## src/rtl/mem_access_stage_pkg.sv

```systemverilog
// Shared encodings for the memory-access pipeline stage: operation/size codes,
// FSM states and the store-side lane helpers.
package mem_access_stage_pkg;

    typedef enum logic [1:0] {
        MEM_NONE  = 2'b00,
        MEM_LOAD  = 2'b01,
        MEM_STORE = 2'b10,
        MEM_RSVD  = 2'b11
    } mem_op_e;

    typedef enum logic [1:0] {
        SIZE_BYTE     = 2'b00,
        SIZE_HALF     = 2'b01,
        SIZE_WORD     = 2'b10,
        SIZE_WORD_ALT = 2'b11
    } mem_size_e;

    typedef enum logic [1:0] {
        ST_IDLE = 2'b00,
        ST_REQ  = 2'b01,
        ST_WAIT = 2'b10,
        ST_WB   = 2'b11
    } state_e;

    function automatic logic is_misaligned(input mem_size_e size, input logic [1:0] addr);
        logic res;
        case (size)
            SIZE_BYTE: res = 1'b0;
            SIZE_HALF: res = addr[0];
            default:   res = (addr != 2'b00);
        endcase
        return res;
    endfunction

    function automatic logic [3:0] store_strobe(input mem_size_e size, input logic [1:0] addr);
        logic [3:0] res;
        case (size)
            SIZE_BYTE: res = 4'b0001 << addr;
            SIZE_HALF: res = 4'b0011 << {addr[1], 1'b0};
            default:   res = 4'b1111;
        endcase
        return res;
    endfunction

    // The memory picks the lane via the strobe, so the data is replicated everywhere.
    function automatic logic [31:0] store_lanes(input mem_size_e size, input logic [31:0] data);
        logic [31:0] res;
        case (size)
            SIZE_BYTE: res = {4{data[7:0]}};
            SIZE_HALF: res = {2{data[15:0]}};
            default:   res = data;
        endcase
        return res;
    endfunction

endpackage

```

## src/rtl/mem_access_stage_load_align.sv

```systemverilog
// Combinational load data extraction: selects the addressed byte/half lane of the
// returned word and sign- or zero-extends it to 32 bits.
module mem_load_align
    import mem_access_stage_pkg::*;
(
    input  logic [31:0] rdata,
    input  logic [1:0]  addr,
    input  mem_size_e   size,
    input  logic        unsigned_ld,
    output logic [31:0] data
);

    logic [7:0]  byte_s;
    logic [15:0] half_s;

    // Lane select followed by extension according to access size
    always_comb begin
        byte_s = 8'h00;
        half_s = 16'h0000;
        data   = rdata;
        case (addr)
            2'b00:   byte_s = rdata[7:0];
            2'b01:   byte_s = rdata[15:8];
            2'b10:   byte_s = rdata[23:16];
            2'b11:   byte_s = rdata[31:24];
            default: byte_s = 8'h00;
        endcase
        if (addr[1]) begin
            half_s = rdata[31:16];
        end else begin
            half_s = rdata[15:0];
        end
        case (size)
            SIZE_BYTE: data = {{24{byte_s[7] & ~unsigned_ld}}, byte_s};
            SIZE_HALF: data = {{16{half_s[15] & ~unsigned_ld}}, half_s};
            default:   data = rdata;
        endcase
    end

endmodule

```

## src/rtl/mem_access_stage.sv

```systemverilog
// Memory-access pipeline stage: takes one EX result at a time, issues a data-memory
// request for loads/stores and produces a single-cycle writeback for loads and ALU results.
module mem_access_stage
    import mem_access_stage_pkg::*;
#(
    parameter int XLEN = 32
) (
    input  logic            clk,
    input  logic            reset,
    input  logic            ex_valid,
    output logic            ex_ready,
    input  logic [XLEN-1:0] alu_out,
    input  logic [XLEN-1:0] store_data,
    input  logic [1:0]      mem_op,
    input  logic [1:0]      mem_size,
    input  logic            mem_unsigned,
    input  logic [4:0]      rd,
    output logic            dmem_req,
    output logic            dmem_we,
    output logic [XLEN-1:0] dmem_addr,
    output logic [XLEN-1:0] dmem_wdata,
    output logic [3:0]      dmem_wstrb,
    input  logic            dmem_gnt,
    input  logic            dmem_rvalid,
    input  logic [XLEN-1:0] dmem_rdata,
    output logic            wb_valid,
    output logic [XLEN-1:0] wb_data,
    output logic [4:0]      wb_rd,
    output logic            misalign
);

    state_e          state_r, state_s;
    mem_op_e         op_r, op_s, ex_op_s;
    mem_size_e       size_r, size_s, ex_size_s;
    logic            unsigned_r, unsigned_s;
    logic [4:0]      rd_r, rd_s;
    logic            ex_ready_r, ex_ready_s;
    logic            dmem_req_r, dmem_req_s;
    logic            dmem_we_r, dmem_we_s;
    logic [XLEN-1:0] dmem_addr_r, dmem_addr_s;
    logic [XLEN-1:0] dmem_wdata_r, dmem_wdata_s;
    logic [3:0]      dmem_wstrb_r, dmem_wstrb_s;
    logic            wb_valid_r, wb_valid_s;
    logic [XLEN-1:0] wb_data_r, wb_data_s;
    logic [4:0]      wb_rd_r, wb_rd_s;
    logic            misalign_r, misalign_s;
    logic [XLEN-1:0] load_data_s;

    assign ex_op_s   = mem_op_e'(mem_op);
    assign ex_size_s = mem_size_e'(mem_size);

    mem_load_align u_load_align (
        .rdata       (dmem_rdata),
        .addr        (dmem_addr_r[1:0]),
        .size        (size_r),
        .unsigned_ld (unsigned_r),
        .data        (load_data_s)
    );

    // Next-state and next-output computation; pulse outputs default low
    always_comb begin
        state_s      = state_r;
        op_s         = op_r;
        size_s       = size_r;
        unsigned_s   = unsigned_r;
        rd_s         = rd_r;
        dmem_req_s   = dmem_req_r;
        dmem_we_s    = dmem_we_r;
        dmem_addr_s  = dmem_addr_r;
        dmem_wdata_s = dmem_wdata_r;
        dmem_wstrb_s = dmem_wstrb_r;
        wb_valid_s   = 1'b0;
        wb_data_s    = wb_data_r;
        wb_rd_s      = wb_rd_r;
        misalign_s   = 1'b0;
        case (state_r)
            ST_IDLE: begin
                if (ex_valid) begin
                    op_s       = ex_op_s;
                    size_s     = ex_size_s;
                    unsigned_s = mem_unsigned;
                    rd_s       = rd;
                    if ((ex_op_s == MEM_LOAD) || (ex_op_s == MEM_STORE)) begin
                        if (is_misaligned(ex_size_s, alu_out[1:0])) begin
                            misalign_s = 1'b1;
                        end else begin
                            state_s      = ST_REQ;
                            dmem_req_s   = 1'b1;
                            dmem_we_s    = (ex_op_s == MEM_STORE);
                            dmem_addr_s  = alu_out;
                            dmem_wdata_s = (ex_op_s == MEM_STORE) ? store_lanes(ex_size_s, store_data) : 32'h0000_0000;
                            dmem_wstrb_s = (ex_op_s == MEM_STORE) ? store_strobe(ex_size_s, alu_out[1:0]) : 4'b0000;
                        end
                    end else begin
                        state_s    = ST_WB;
                        wb_valid_s = 1'b1;
                        wb_data_s  = alu_out;
                        wb_rd_s    = rd;
                    end
                end else begin
                    state_s = ST_IDLE;
                end
            end
            ST_REQ: begin
                if (dmem_gnt) begin
                    dmem_req_s = 1'b0;
                    dmem_we_s  = 1'b0;
                    state_s    = (op_r == MEM_STORE) ? ST_IDLE : ST_WAIT;
                end else begin
                    state_s = ST_REQ;
                end
            end
            ST_WAIT: begin
                if (dmem_rvalid) begin
                    state_s    = ST_WB;
                    wb_valid_s = 1'b1;
                    wb_data_s  = load_data_s;
                    wb_rd_s    = rd_r;
                end else begin
                    state_s = ST_WAIT;
                end
            end
            ST_WB:   state_s = ST_IDLE;
            default: state_s = ST_IDLE;
        endcase
        ex_ready_s = (state_s == ST_IDLE);
    end

    // State and output registers; reset overrides any accept, grant or response
    always_ff @(posedge clk) begin
        if (reset) begin
            state_r      <= ST_IDLE;
            op_r         <= MEM_NONE;
            size_r       <= SIZE_BYTE;
            unsigned_r   <= 1'b0;
            rd_r         <= 5'd0;
            ex_ready_r   <= 1'b1;
            dmem_req_r   <= 1'b0;
            dmem_we_r    <= 1'b0;
            dmem_addr_r  <= 32'h0000_0000;
            dmem_wdata_r <= 32'h0000_0000;
            dmem_wstrb_r <= 4'b0000;
            wb_valid_r   <= 1'b0;
            wb_data_r    <= 32'h0000_0000;
            wb_rd_r      <= 5'd0;
            misalign_r   <= 1'b0;
        end else begin
            state_r      <= state_s;
            op_r         <= op_s;
            size_r       <= size_s;
            unsigned_r   <= unsigned_s;
            rd_r         <= rd_s;
            ex_ready_r   <= ex_ready_s;
            dmem_req_r   <= dmem_req_s;
            dmem_we_r    <= dmem_we_s;
            dmem_addr_r  <= dmem_addr_s;
            dmem_wdata_r <= dmem_wdata_s;
            dmem_wstrb_r <= dmem_wstrb_s;
            wb_valid_r   <= wb_valid_s;
            wb_data_r    <= wb_data_s;
            wb_rd_r      <= wb_rd_s;
            misalign_r   <= misalign_s;
        end
    end

    assign ex_ready   = ex_ready_r;
    assign dmem_req   = dmem_req_r;
    assign dmem_we    = dmem_we_r;
    assign dmem_addr  = dmem_addr_r;
    assign dmem_wdata = dmem_wdata_r;
    assign dmem_wstrb = dmem_wstrb_r;
    assign wb_valid   = wb_valid_r;
    assign wb_data    = wb_data_r;
    assign wb_rd      = wb_rd_r;
    assign misalign   = misalign_r;

endmodule

```

## config.mk

```make
export PLATFORM = sky130hd
export DESIGN_NAME = mem_access_stage
export DESIGN_NICKNAME = d
export VERILOG_FILES = /design/src/rtl/mem_access_stage_pkg.sv /design/src/rtl/mem_access_stage_load_align.sv /design/src/rtl/mem_access_stage.sv
export SDC_FILE = /design/constraint.sdc
export NUM_CORES = 1
export LEC_CHECK = 0
export ABC_AREA = 1
export CELL_PAD_IN_SITES_DETAIL_PLACEMENT = 0
export CELL_PAD_IN_SITES_GLOBAL_PLACEMENT = 1
export CORE_ASPECT_RATIO = 0.5
export CORE_UTILIZATION = 30
export DETAILED_ROUTE_END_ITERATION = 10
export PLACE_DENSITY_LB_ADDON = 0.3
export SYNTH_ARGS = -nofsm -noshare
export SYNTH_HDL_FRONTEND = slang
export SYNTH_HIERARCHICAL = 1
export SYNTH_SLANG_ARGS = --single-unit
```

## constraint.sdc

```tcl
create_clock -name clk -period 3.2 [get_ports clk]
set_input_delay 0.8 -clock clk [delete_from_list [all_inputs] [get_ports clk]]
set_output_delay 0.8 -clock clk [all_outputs]
set_load 0.01 [all_outputs]
```

==> impl_results.html <==
<table>
<tr><th>Metric</th><th>Value</th></tr>
<tr><th colspan="2">Logic synthesis</th></tr>
<tr><td>Flops &amp; latches, synth</td><td>122</td></tr>
<tr><td>Yosys synthesis warning count</td><td>6</td></tr>
<tr><td>Top cells by area in the synthesized netlist</td><td>dfxtp_1 40%, nand2_1 13%, nor2_1 9.4%, nand3_1 8.6%, o21ai_0 7.6%</td></tr>
<tr><td>Top cells by instance count after synthesis</td><td>205 x nand2_1, 154 x nor2_1, 122 x dfxtp_1</td></tr>
<tr><td>Synthesized area per cell</td><td>just under 7 um2</td></tr>
<tr><td>Share of Yosys cell area claimed by the top area cell type</td><td>0.398</td></tr>
<tr><td>Share of synthesized flip-flops with an asynchronous set or reset</td><td>0</td></tr>
<tr><td>Top-count cell post-synth</td><td>nand2_1</td></tr>
<tr><td>Count of distinct cell types in the synthesized netlist</td><td>28</td></tr>
<tr><td>Dominant register cell in the synthesized netlist</td><td>dfxtp_1</td></tr>
<tr><td>Total nets after synthesis</td><td>roughly 1000</td></tr>
<tr><td>Mapped cell area</td><td>around 0.006 mm2</td></tr>
<tr><td>Synthesized instance count</td><td>between 800 and 900</td></tr>
<tr><td>Post-synthesis sequential area ratio</td><td>0.398</td></tr>
<tr><td>Count of flip-flops with a built-in enable after synthesis</td><td>0</td></tr>
<tr><td>Top cell type by total area after synthesis</td><td>dfxtp_1</td></tr>
<tr><th colspan="2">Timing</th></tr>
<tr><td>RSZ-0062 raised after global routing</td><td>false</td></tr>
<tr><td>Number of hold-slack violations in the final timing report</td><td>0</td></tr>
<tr><td>Slew margin rel.</td><td>0.468</td></tr>
<tr><td>Actual transition at the worst max-transition pin</td><td>between 0.7 and 0.8 ns</td></tr>
<tr><td>Largest clock skew in the final design</td><td>around 0.012 ns</td></tr>
<tr><td>Number of setup violations in the final report</td><td>0</td></tr>
<tr><td>Setup TNS</td><td>0 ns</td></tr>
<tr><td>Final Max Tran Viols</td><td>0</td></tr>
<tr><td>Tmin final</td><td>approximately 2.5 ns</td></tr>
<tr><td>Maximum clock frequency</td><td>around 390 MHz</td></tr>
<tr><td>Final worst path period share</td><td>0.796</td></tr>
<tr><th colspan="2">Power and ir drop</th></tr>
<tr><td>Share of total power in the clock network</td><td>0.388</td></tr>
<tr><td>Power dissipated by switching net loads</td><td>1.56 mW</td></tr>
<tr><td>Power per unit of standard cell area</td><td>about 560 mW/mm2</td></tr>
<tr><td>Leakage power summed over all cells</td><td>roughly 4.0 nW</td></tr>
<tr><td>Internal Pwr Total</td><td>~3.5 mW</td></tr>
<tr><td>Seq pwr share</td><td>0.351</td></tr>
<tr><td>Worst vdd rail ir drop</td><td>roughly 0.0003 V</td></tr>
<tr><td>Logic gate share of total power</td><td>0.260</td></tr>
<tr><td>Switch share</td><td>0.307</td></tr>
<tr><th colspan="2">Worst setup path</th></tr>
<tr><td>Combined buffer and inverter count along the critical path</td><td>1</td></tr>
<tr><td>Cell breakdown of the critical path</td><td>clkdlybuf4s50_1</td></tr>
<tr><td>Max incr delay on CP</td><td>between 0.6 and 0.7 ns</td></tr>
<tr><td>Crit-path leading delay family</td><td>flip-flops</td></tr>
<tr><td>Endpoint kind of the worst setup timing path</td><td>primary output</td></tr>
<tr><td>Worst-path fanout max</td><td>12</td></tr>
<tr><td>Worst reg2reg path endpoint</td><td>wb_data[15]</td></tr>
<tr><td>CP max-delay cell</td><td>dfxtp_1</td></tr>
<tr><td>Cells on worst reg2reg path</td><td>8</td></tr>
<tr><td>Data required time of the worst path</td><td>roughly 2.4 ns</td></tr>
<tr><td>Worst R2R Start</td><td>dmem_addr[1]</td></tr>
<tr><td>Setup slack of the most critical reg-to-reg path</td><td>between 1 and 1.5 ns</td></tr>
<tr><td>CP Class</td><td>reg2out</td></tr>
<tr><td>Worst Setup Start Kind</td><td>flip-flop</td></tr>
<tr><td>Data arrival, critical path</td><td>1.75 ns</td></tr>
<tr><th colspan="2">Routing</th></tr>
<tr><td>Via count</td><td>6472</td></tr>
<tr><td>DR pass1 iterations</td><td>5</td></tr>
<tr><td>Total DRC errors in the routed layout</td><td>0</td></tr>
<tr><td>Remaining antenna violation count</td><td>0</td></tr>
<tr><td>Via/cell ratio</td><td>about 4.8</td></tr>
<tr><td>WL final</td><td>roughly 21 mm</td></tr>
<tr><td>Routed WL per cell</td><td>approximately 16 um</td></tr>
<tr><td>Iter 0 DRT Violations</td><td>between 300 and 400</td></tr>
<tr><th colspan="2">Run status</th></tr>
<tr><td>Run status</td><td>finished clean</td></tr>
<tr><th colspan="2">Global routing</th></tr>
<tr><td>Number of global-route vias before repair</td><td>between 6000 and 7000</td></tr>
<tr><td>Number of antenna violations at the first check in global routing</td><td>0</td></tr>
<tr><td>Largest net degree at the start of global routing</td><td>between 70 and 80</td></tr>
<tr><td>Gr ovfl total</td><td>0</td></tr>
<tr><td>Global-route usage over all layers</td><td>0.208</td></tr>
<tr><td>First-pass GRT wire length</td><td>~34 mm</td></tr>
<tr><th colspan="2">Clock tree</th></tr>
<tr><td># clock sinks</td><td>122</td></tr>
<tr><td>Clk buf depth</td><td>2</td></tr>
<tr><td>Clock latency on the worst-skew pair</td><td>approximately 0.42 ns</td></tr>
<tr><td>TritonCTS clock tree</td><td>yes</td></tr>
<tr><td>Post-CTS setup-driven buffer insertion count</td><td>0</td></tr>
<tr><td>Number of buffers created by CTS</td><td>17</td></tr>
<tr><td>H-tree depth reported by CTS</td><td>4</td></tr>
<tr><td>Library cell used as clock root buffer</td><td>clkbuf_16</td></tr>
<tr><td>Post-cts resize count</td><td>0</td></tr>
<tr><td>CTS hold repair buffers</td><td>0</td></tr>
<tr><td>Clock slew at the register clock pins of the worst setup and hold paths</td><td>roughly 0.060 ns</td></tr>
<tr><th colspan="2">Floorplanning</th></tr>
<tr><td>Top Ports</td><td>around 220</td></tr>
<tr><td>Area of the core</td><td>approximately 0.020 mm2</td></tr>
<tr><td>Floorplan row count</td><td>36</td></tr>
<tr><td>Initial Util</td><td>0.311</td></tr>
<tr><td>Die area</td><td>between 0.02 and 0.025 mm2</td></tr>
<tr><td>Die Width</td><td>204 um</td></tr>
<tr><td>DIE HEIGHT</td><td>approximately 100 um</td></tr>
<tr><th colspan="2">Final layout</th></tr>
<tr><td>Final standard cell utilization of the core</td><td>0.463</td></tr>
<tr><td>Number of nets in the final layout</td><td>about 1200</td></tr>
<tr><td>Non-filler cells, final</td><td>around 1400</td></tr>
<tr><td>Synthesis-to-finish area growth</td><td>48.7%</td></tr>
<tr><td>Count of inserted antenna diode cells</td><td>0</td></tr>
<tr><td>Share of final-layout standard cells stronger than drive strength 1</td><td>0.0814</td></tr>
<tr><td>Layout Cell Area excl Fill</td><td>just over 0.009 mm2</td></tr>
<tr><th colspan="2">Placed design</th></tr>
<tr><td>Cells after DPL</td><td>around 1300</td></tr>
<tr><td>HPWL after detailed placement</td><td>about 15 mm</td></tr>
<tr><td>Number of I/O port buffers</td><td>between 200 and 250</td></tr>
<tr><td>RePlAce Congestion</td><td>about 0.84</td></tr>
<tr><td>Placed cell area</td><td>0.00852 mm2</td></tr>
<tr><th colspan="2">Min path</th></tr>
<tr><td>Worst Hold Launch</td><td>rd_r[3]</td></tr>
<tr><td>Number of instances on the worst hold path</td><td>2</td></tr>
<tr><td>Hold Path End</td><td>rd_r[3]</td></tr>
<tr><td>Hold/Removal Path Class</td><td>reg2reg</td></tr>
<tr><th colspan="2">Flow run</th></tr>
<tr><td>Max-cap violation count</td><td>0</td></tr>
</table>
==> cells by family (layout without fill, tap and decap cells) <==
| kind of cell | Yosys count | after routing | synth area share |
|---|---|---|---|
| flip-flops | 122 | 122 | 0.398 |
| AND/OR/NAND/NOR | 500 | 500 | 0.358 |
| buffers and inverters | 104 | 308 | 0.0791 |
| adder cells (fa/ha/maj) | 1 | 1 | 0.00204 |
| AO/OA/AOI/OAI | 162 | 162 | 0.163 |
==> sequential cells by signal, summed over array words and instances, names as in the netlist, 2 cells and up <==
| name | flops |
|---|---|
| state_r | 2 |
| rd_r | 5 |
| size_r | 2 |
| wb_rd | 5 |
| dmem_wdata | 32 |
| dmem_wstrb | 4 |
| op_r | 2 |
| dmem_addr | 32 |
| wb_data | 32 |
==> routing by layer <==
layer / share of wire / track usage
met5: 0 / 0
met4: 0.0057 / 0.0517
met3: 0.050 / 0.0512
met2: 0.46 / 0.335
met1: 0.49 / 0.279
==> how the worst max path moves through the flow <==
stage,endpoint,cells past startpoint,from,slack (ns)
after floorplan,wb_data[0],7,mem_op[0],1.27
after global placement,dmem_we,9,mem_op[0],0.59
after detailed placement,dmem_we,9,mem_op[0],0.53
after CTS,dmem_addr[1],1,dmem_addr[1],0.60
after global routing,dmem_addr[1],1,dmem_addr[1],0.58
final,dmem_addr[1],1,dmem_addr[1],0.65
==> cell usage in the layout, fill, tap and decap left out, drive strengths merged <==
cell type and instances:
nor4 1, nor2 159, a21oi 25, dfxtp 122, buf 16, o22ai 2
ha 1, nand2 212, nand3b 1, nand3 127, o211a 35, o221ai 1
inv 39, a31oi 2, o21ai 97, clkinv 7, bufinv 2, clkbuf 20
clkdlybuf4s50 220, clkinvlp 4
==> metrics by stage <==
| stage | total power [mW] | worst slack, ns | hold WS (ns) |
|---|---|---|---|
| finish | 5.08 | 0.653 | 0.449 |
| global route | 5.36 | 0.577 | 0.490 |
| CTS | 5.14 | 0.605 | 0.451 |
| detailed placement | 3.14 | 0.528 | 0.443 |
| global placement | 3.13 | 0.587 | 0.436 |
| floorplan | 2.53 | 1.27 | 0.425 |
==> power by group through the flow <==
stage / combinational (mW) / clock [mW] / sequential (mW)
2_1_floorplan: 0.677 / 0 / 1.85
3_3_place_gp: 1.32 / 0 / 1.81
3_5_place_dp: 1.33 / 0 / 1.82
4_1_cts: 1.33 / 2.02 / 1.78
5_1_grt: 1.46 / 2.09 / 1.80
6_report: 1.32 / 1.97 / 1.78
==> cell type report <==
cell class              count  area, um2
fillers                  2058      10600
multi-input cells         663       3210
flip-flops and latches    122       2440
repair buffers            236       2380
clock buffers              20        467
well taps                 266        333
inverters                  40        151
clock inverters            12        139
==> worst reg2reg max path: stages (launching register included) <==
cell     delay (ns)
dfxtp_1        0.68
inv_2          0.21
o21ai_0        0.24
nand2_2        0.10
nand3_4        0.28
nand3_1        0.15
nand3_1        0.15
nand3_1        0.10
o211a_1        0.13
No activity file was read; power rests on OpenSTA's default activity.
